**src/rtl/sci_uart_peer_pkg.sv**
```systemverilog
// SCI asynchronous-mode frame definitions shared by the UART peer TX and RX paths.
package sci_uart_peer_pkg;
  typedef struct packed {
    logic chr;
    logic pe;
    logic oe;
    logic stop;
  } SCI_FRAME_CFG_t;

  localparam logic SCI_IDLE_LEVEL = 1'b1;
  localparam int   SCI_DIV_MIN    = 2;

  typedef enum logic [2:0] {
    SCI_RX_IDLE,
    SCI_RX_START,
    SCI_RX_DATA,
    SCI_RX_PARITY,
    SCI_RX_STOP,
    SCI_RX_WAIT_HIGH
  } SCI_RX_STATE_t;

  // Wire order, bit 0 first; positions past the frame sit at idle so stop bits come for free.
  function automatic logic [11:0] sci_frame_bits(input logic [7:0] data, input SCI_FRAME_CFG_t cfg);
    logic [7:0]  d;
    logic [11:0] f;
    d    = cfg.chr ? {1'b0, data[6:0]} : data;
    f    = {12{SCI_IDLE_LEVEL}};
    f[0] = ~SCI_IDLE_LEVEL;
    for (int i = 0; i < 8; i++)
      if (!(cfg.chr && i == 7)) f[i+1] = d[i];
    if (cfg.pe) f[cfg.chr ? 8 : 9] = (^d) ^ cfg.oe;
    return f;
  endfunction

  function automatic logic [3:0] sci_frame_len(input SCI_FRAME_CFG_t cfg);
    return 4'd10 - {3'b0, cfg.chr} + {3'b0, cfg.pe} + {3'b0, cfg.stop};
  endfunction
endpackage

```
**src/rtl/sci_uart_peer_rx.sv**
```systemverilog
// Receiver: 2-flop synchronizer, mid-bit sampling FSM and sticky error flags.
module sci_uart_peer_rx
  import sci_uart_peer_pkg::*;
#(
  parameter int DIV_W = 16
) (
  input  logic             CLK,
  input  logic             RST_N,
  input  logic             CE,
  input  logic             chr,
  input  logic             pe,
  input  logic             oe,
  input  logic [DIV_W-1:0] div,
  input  logic             rxd,
  input  logic             ack,
  output logic [7:0]       data,
  output logic             valid,
  output logic             per,
  output logic             fer,
  output logic             ovr
);
  SCI_RX_STATE_t    st;
  logic [1:0]       sync;
  logic             rxs, rxs_d;
  logic [DIV_W-1:0] cnt, d;
  logic [2:0]       bitn;
  logic [7:0]       sh, rx_byte;
  logic             c_chr, c_pe, c_oe, pbad;
  logic             tick, mid, done;

  assign rxs     = sync[1];
  assign tick    = (cnt == d - 1'b1);
  assign mid     = (cnt == (d >> 1) - 1'b1);
  assign rx_byte = c_chr ? {1'b0, sh[7:1]} : sh;
  assign done    = (st == SCI_RX_STOP) && tick;

  always_ff @(posedge CLK or negedge RST_N) begin
    if (!RST_N) begin
      sync  <= {2{SCI_IDLE_LEVEL}};
      rxs_d <= SCI_IDLE_LEVEL;
      st    <= SCI_RX_IDLE;
      cnt   <= '0;
      d     <= DIV_W'(SCI_DIV_MIN);
      bitn  <= '0;
      sh    <= '0;
      c_chr <= 1'b0;
      c_pe  <= 1'b0;
      c_oe  <= 1'b0;
      pbad  <= 1'b0;
    end else if (CE) begin
      sync  <= {sync[0], rxd};
      rxs_d <= rxs;
      cnt   <= cnt + 1'b1;
      case (st)
        SCI_RX_IDLE:
          if (rxs_d && !rxs) begin
            st    <= SCI_RX_START;
            cnt   <= '0;
            d     <= div;
            c_chr <= chr;
            c_pe  <= pe;
            c_oe  <= oe;
            pbad  <= 1'b0;
            bitn  <= '0;
          end
        SCI_RX_START:
          if (mid) begin
            cnt <= '0;
            st  <= rxs ? SCI_RX_IDLE : SCI_RX_DATA;
          end
        SCI_RX_DATA:
          if (tick) begin
            cnt  <= '0;
            sh   <= {rxs, sh[7:1]};
            bitn <= bitn + 1'b1;
            if (bitn == (c_chr ? 3'd6 : 3'd7)) st <= c_pe ? SCI_RX_PARITY : SCI_RX_STOP;
          end
        SCI_RX_PARITY:
          if (tick) begin
            cnt  <= '0;
            pbad <= rxs ^ (^rx_byte) ^ c_oe;
            st   <= SCI_RX_STOP;
          end
        SCI_RX_STOP:
          if (tick) begin
            cnt <= '0;
            st  <= rxs ? SCI_RX_IDLE : SCI_RX_WAIT_HIGH;
          end
        SCI_RX_WAIT_HIGH:
          if (rxs) st <= SCI_RX_IDLE;
        default: st <= SCI_RX_IDLE;
      endcase
    end
  end

  // A completing frame beats a simultaneous ack, so the fresh byte is never lost.
  always_ff @(posedge CLK or negedge RST_N) begin
    if (!RST_N) begin
      data  <= '0;
      valid <= 1'b0;
      per   <= 1'b0;
      fer   <= 1'b0;
      ovr   <= 1'b0;
    end else if (CE) begin
      if (done && (!valid || ack)) begin
        data  <= rx_byte;
        valid <= 1'b1;
        per   <= pbad;
        fer   <= ~rxs;
        ovr   <= 1'b0;
      end else if (done) begin
        ovr <= 1'b1;
      end else if (ack) begin
        valid <= 1'b0;
        per   <= 1'b0;
        fer   <= 1'b0;
        ovr   <= 1'b0;
      end
    end
  end
endmodule

```
**src/rtl/sci_uart_peer.sv**
```systemverilog
// Host-side SCI UART peer: holding register + shifter TX, instantiated RX.
module sci_uart_peer
  import sci_uart_peer_pkg::*;
#(
  parameter int DIV_W = 16
) (
  input  logic             CLK,
  input  logic             RST_N,
  input  logic             CE,
  input  logic             CFG_CHR,
  input  logic             CFG_PE,
  input  logic             CFG_OE,
  input  logic             CFG_STOP,
  input  logic [DIV_W-1:0] CFG_DIV,
  input  logic             SER_RXD,
  output logic             SER_TXD,
  input  logic [7:0]       TX_DATA,
  input  logic             TX_VALID,
  output logic             TX_READY,
  output logic             TX_BUSY,
  output logic [7:0]       RX_DATA,
  output logic             RX_VALID,
  input  logic             RX_ACK,
  output logic             RX_PER,
  output logic             RX_FER,
  output logic             RX_OVR
);
  SCI_FRAME_CFG_t   cfg;
  logic [DIV_W-1:0] div_eff, tx_div, tx_cnt;
  logic             hold_full;
  logic [7:0]       hold_data;
  logic [11:0]      tx_sh;
  logic [3:0]       tx_len, tx_bit;
  logic             tx_busy, tx_end, tx_load;

  assign cfg     = '{chr: CFG_CHR, pe: CFG_PE, oe: CFG_OE, stop: CFG_STOP};
  assign div_eff = (CFG_DIV < DIV_W'(SCI_DIV_MIN)) ? DIV_W'(SCI_DIV_MIN) : CFG_DIV;
  assign tx_end  = tx_busy && (tx_cnt == tx_div - 1'b1) && (tx_bit == tx_len - 1'b1);
  // Reloading on the last stop tick gives back-to-back frames with no idle bit.
  assign tx_load = hold_full && (!tx_busy || tx_end);

  assign SER_TXD  = tx_sh[0];
  assign TX_READY = ~hold_full;
  assign TX_BUSY  = tx_busy;

  always_ff @(posedge CLK or negedge RST_N) begin
    if (!RST_N) begin
      hold_full <= 1'b0;
      hold_data <= '0;
    end else if (CE) begin
      if (tx_load) begin
        hold_full <= 1'b0;
      end else if (TX_VALID && !hold_full) begin
        hold_full <= 1'b1;
        hold_data <= TX_DATA;
      end
    end
  end

  always_ff @(posedge CLK or negedge RST_N) begin
    if (!RST_N) begin
      tx_sh   <= {12{SCI_IDLE_LEVEL}};
      tx_len  <= '0;
      tx_bit  <= '0;
      tx_div  <= DIV_W'(SCI_DIV_MIN);
      tx_cnt  <= '0;
      tx_busy <= 1'b0;
    end else if (CE) begin
      if (tx_load) begin
        tx_sh   <= sci_frame_bits(hold_data, cfg);
        tx_len  <= sci_frame_len(cfg);
        tx_div  <= div_eff;
        tx_cnt  <= '0;
        tx_bit  <= '0;
        tx_busy <= 1'b1;
      end else if (tx_busy) begin
        if (tx_cnt == tx_div - 1'b1) begin
          tx_cnt <= '0;
          tx_sh  <= {SCI_IDLE_LEVEL, tx_sh[11:1]};
          if (tx_end) tx_busy <= 1'b0;
          else        tx_bit  <= tx_bit + 1'b1;
        end else begin
          tx_cnt <= tx_cnt + 1'b1;
        end
      end
    end
  end

  sci_uart_peer_rx #(.DIV_W(DIV_W)) u_rx (
    .CLK   (CLK),
    .RST_N (RST_N),
    .CE    (CE),
    .chr   (CFG_CHR),
    .pe    (CFG_PE),
    .oe    (CFG_OE),
    .div   (div_eff),
    .rxd   (SER_RXD),
    .ack   (RX_ACK),
    .data  (RX_DATA),
    .valid (RX_VALID),
    .per   (RX_PER),
    .fer   (RX_FER),
    .ovr   (RX_OVR)
  );
endmodule

```
**config.mk**
```make
export PLATFORM = sky130hd
export DESIGN_NAME = sci_uart_peer
export DESIGN_NICKNAME = d
export VERILOG_FILES = /design/src/rtl/sci_uart_peer_pkg.sv /design/src/rtl/sci_uart_peer_rx.sv /design/src/rtl/sci_uart_peer.sv
export SDC_FILE = /design/constraint.sdc
export NUM_CORES = 1
export LEC_CHECK = 0
export CORE_MARGIN = 2
export CORE_UTILIZATION = 41
export DETAILED_ROUTE_END_ITERATION = 8
export GPL_ROUTABILITY_DRIVEN = 0
export PLACE_DENSITY = 0.67
export RECOVER_POWER = 100
export SLEW_MARGIN = 15
export SYNTH_ARGS = -nofsm -noshare
export SYNTH_HDL_FRONTEND = slang
export SYNTH_SLANG_ARGS = --single-unit
```
**constraint.sdc**
```tcl
create_clock -name CLK -period 6.5 [get_ports CLK]
set_input_delay 0.975 -clock CLK [delete_from_list [all_inputs] [get_ports CLK]]
set_output_delay 0.975 -clock CLK [all_outputs]
set_load 0.03 [all_outputs]
```
==> results list <==
* Outcome: finished with violations
- Violated checks: DRC, capacitance limit, slew limit
- Entering global routing, the biggest net connects 82 pins.
- TritonCTS built the clock tree.
- Normalized max-slew margin: -61.2%
- Number of placed I/O pins: 49
* Class of the most critical hold timing path: flop to flop
- Maximum buffer depth of the clock tree: 2
* Standard-cell rows: 49
- Most common cell after layout, fill and taps aside: dfrtp_1
- Finished Core Util: 48.7%
* Count of nets after finishing: 876
- Met1 layer wirelength in the final routing: 8390 um
* Die Outline Area: 19600 um^2
- Initial Utilization: 42.0%
* Post-CTS Resized: 0
- Cell type with the highest occurrence count on the critical path: or4_1
* Setup repair after global routing missed its margin: false
- Setup slack closes at 1.55 ns.
- Total met2 wirelength after detailed routing: 7850 um
- The count of nets left with antenna violations once routing finished came out at 0.
- Fraction of final layout cells with drive strength greater than 1: 11.3%
- Using the TritonRoute via totals, the vias-per-cell ratio works out to 5.56.
- The total overflow left after global routing is 0.
- STA classifies the critical path endpoint as a flop.
* Crit start category: flop
- For this design the static power due to leakage is 3.75 nW.
* Post-synthesis cell area: 7590 um^2
- In this run, synthesis produced a sequential element count of 125.
- Clock period minus worst slack: 4.95 ns
- Total CTS buffers: 17
- Commonest non-fill, non-tap cells in the layout: 110 x dfrtp_1, 93 x nand2_1, 64 x xnor2_1, 46 x nor2_1
* Top metal layer carrying routed signals: met4
- Half-perimeter wire length of the detailed placement result: 12300 um
- For this run, design rule violations remaining after detail routing come to 1.
* Setup violations, final: 0
* Arrival time of the worst setup path: 5.28 ns
- Highest cell delay on the worst timing path: 0.94 ns
- CTS Root Buffer Type: clkbuf_16
- Syn_area_per_cell: 9.43 um^2
- CP delay by family, top: simple AND/OR/NAND/NOR gates
- Setup slack of the most critical reg-to-reg path: 1.55 ns
* Worst IR drop on VDD: 0.256 mV
- Port Buf Inserts: 48
- Wire length of the first global-routing pass: 29100 um
- Compared with the post-synthesis result, the final layout area differs by 16.0%.
- Counting flops with an async set or reset pin after synthesis yields a share of 100%.
- On the final layout, the worst hold slack is 0.480 ns.
- The number of nets in the synthesized netlist is 850.
* Slowest cell on the critical path: nor4_1
- Wire segments on met3 add up to 835 um in the final route.
- Reg clk slew, reported paths: 0.06 ns
- The via count of the first global-routing pass is 5746.
- The final hold violation count came to 0.
- Across all layers, the routed design uses 5965 vias.
- Count of routing violations after the opening detailed-route iteration: 350
* Distinct cell type count after synthesis: 66
- Max-Cap Viols: 3
- Overall routed net length: 17300 um
- Overall die height: 140 um
- At the later pin of the worst-skew pair, clock insertion delay measures 0.42 ns.
- From left edge to right edge, the die measures 140 um.
- Traced cell by cell, the critical path runs through or3_1, or4_1, a2111oi_0, nand2_1, nor4_1, nand3_1, or4_1, a21oi_1.
- Antenna violations before repair: 0
- Required time at the endpoint of the critical path: 6.83 ns
- The H-tree generated during clock tree synthesis spans 4 levels.
- Overall power consumption: 3.22 mW
- Pwr per Cell Area: 365 nW/um^2
* Number of flops mapped to enable cells by yosys: 0
* Upper clock frequency limit: 0.202 GHz
- Dividing the detail-routed wire length by the instance count gives 16.2 um.
* Max Transition Viols Final: 153
* Post-place setup slack: 2.22 ns
- The number of antenna diodes in the final layout is 0.
* Syn Inst Count: 805
* Area of the placeable core: 18100 um^2
- Total negative slack for setup checks: 0 ns
* Post-CTS Hold Buffers: 0
* Detailed-routing iteration count for the pre-antenna-repair pass: 8
* Number of buffers and inverters on the critical path: 0
* Type of the worst setup path: flop to flop
* CTS Sinks: 125
* Setup repair bufs after CTS: 0
* Overall routing resource usage: 18.4%
- Actual transition at the worst max-transition pin: 2.42 ns
- Summing the sequential cell areas from Yosys gives 41.4% of the chip area.
- Final period utilization: 76.1%
- Along the worst path, the maximum fanout reaches 14.
- Counting the fill cells in the layout gives 1666.
- Main synth FF type: dfrtp_1
- The Yosys step of the flow raised 0 warnings.
- For the final database, setup skew stands at 0.00719 ns.
[Yosys cell counts, types with 11 or more instances]
cell type	n	share of area [%]
a21oi_1	41	2.7
nor3_1	14	0.92
or3_1	11	0.91
nor4_1	21	1.7
nor2_1	46	2.3
dfrtp_1	110	36
clkbuf_1	32	1.6
mux2_2	38	5.6
xor2_1	41	4.7
dfstp_2	15	5.2
inv_1	29	1.4
ha_1	11	1.8
mux2_1	15	2.2
o21ai_0	33	2.2
xnor2_1	64	7.4
nand3_1	22	1.4
a31oi_1	12	0.99
mux2i_1	12	1.6
nand2_1	93	4.6
or4_1	14	1.4
[worst reg2reg max path, cell delays in order (launching register included)]
cell	delay [ns]
dfrtp_1	0.52
or3_1	0.58
or4_1	0.55
a2111oi_0	0.71
nand2_1	0.13
nor4_1	0.94
nand3_1	0.62
or4_1	0.67
a21oi_1	0.16
[where the power goes]
group / internal, mW / switching (mW)
combinational: 0.454 / 0.503
clock: 0.702 / 0.361
sequential: 0.935 / 0.262
[layout make-up]
class	count	area, um^2	area share (%)
multi-input combinational	605	4110	46.6
sequential	125	3150	35.7
timing repair buffer	51	487	5.52
clock buffer	19	453	5.14
tap	229	287	3.25
clock inverter	13	213	2.41
inverter	31	116	1.32
[sequential cells by signal (all words and copies together) (netlist names), 2 cells and up]
| register | cells |
|---|---|
| hold_data | 8 |
| tx_div | 16 |
| tx_bit | 4 |
| tx_sh | 10 |
| tx_len | 4 |
| u_rx.sync | 2 |
| u_rx.bitn | 3 |
| u_rx.st | 3 |
| tx_cnt | 16 |
| u_rx.cnt | 16 |
| u_rx.sh | 8 |
| u_rx.data | 8 |
| u_rx.d | 16 |
[logic make-up after synthesis]
logic type                 Yosys count  share of synthesized area [%]
adders and majority gates           11                           1.81
DFF                                125                           41.4
AOI/OAI and AO/OA                  138                           11.9
and+or+nand+nor                    286                           19.4
buffers and inverters               75                           3.90
xor gates and xnor gates           105                           12.1
muxes                               65                           9.44
[path summary, 6_finish.rpt]
check | start | end | cells past startpoint
worst max-delay path | u_rx.d[3]$_DFFE_PN0P_ | u_rx.bitn[2]$_DFFE_PN0P_ | 8
worst max register to register | u_rx.d[3]$_DFFE_PN0P_ | u_rx.bitn[2]$_DFFE_PN0P_ | 8
max in group asynchronous | RST_N | tx_div[10]$_DFFE_PN0P_ | 2
worst min-delay path | tx_sh[0]$_DFFE_PN1P_ | tx_sh[0]$_DFFE_PN1P_ | 2
worst min register to register | tx_sh[0]$_DFFE_PN1P_ | tx_sh[0]$_DFFE_PN1P_ | 2
min in group asynchronous | RST_N | hold_data[0]$_DFFE_PN0P_ | 1
[metrics by stage]
| stage | cells | cell area (um^2) |
|---|---|---|
| global route | 1073 | 8810 |
| finish | 1073 | 8810 |
| floorplan | 805 | 7590 |
| CTS | 1073 | 8870 |
| global placement | 1041 | 8200 |
| detailed placement | 1041 | 8200 |
[routing by layer]
layer	track usage [%]	up-vias
met2	28.6	140
met1	25.7	2891
met3	4.31	25
met5	0	-
li1	-	2909
met4	5.85	0
(Power assumes the default switching activity.)
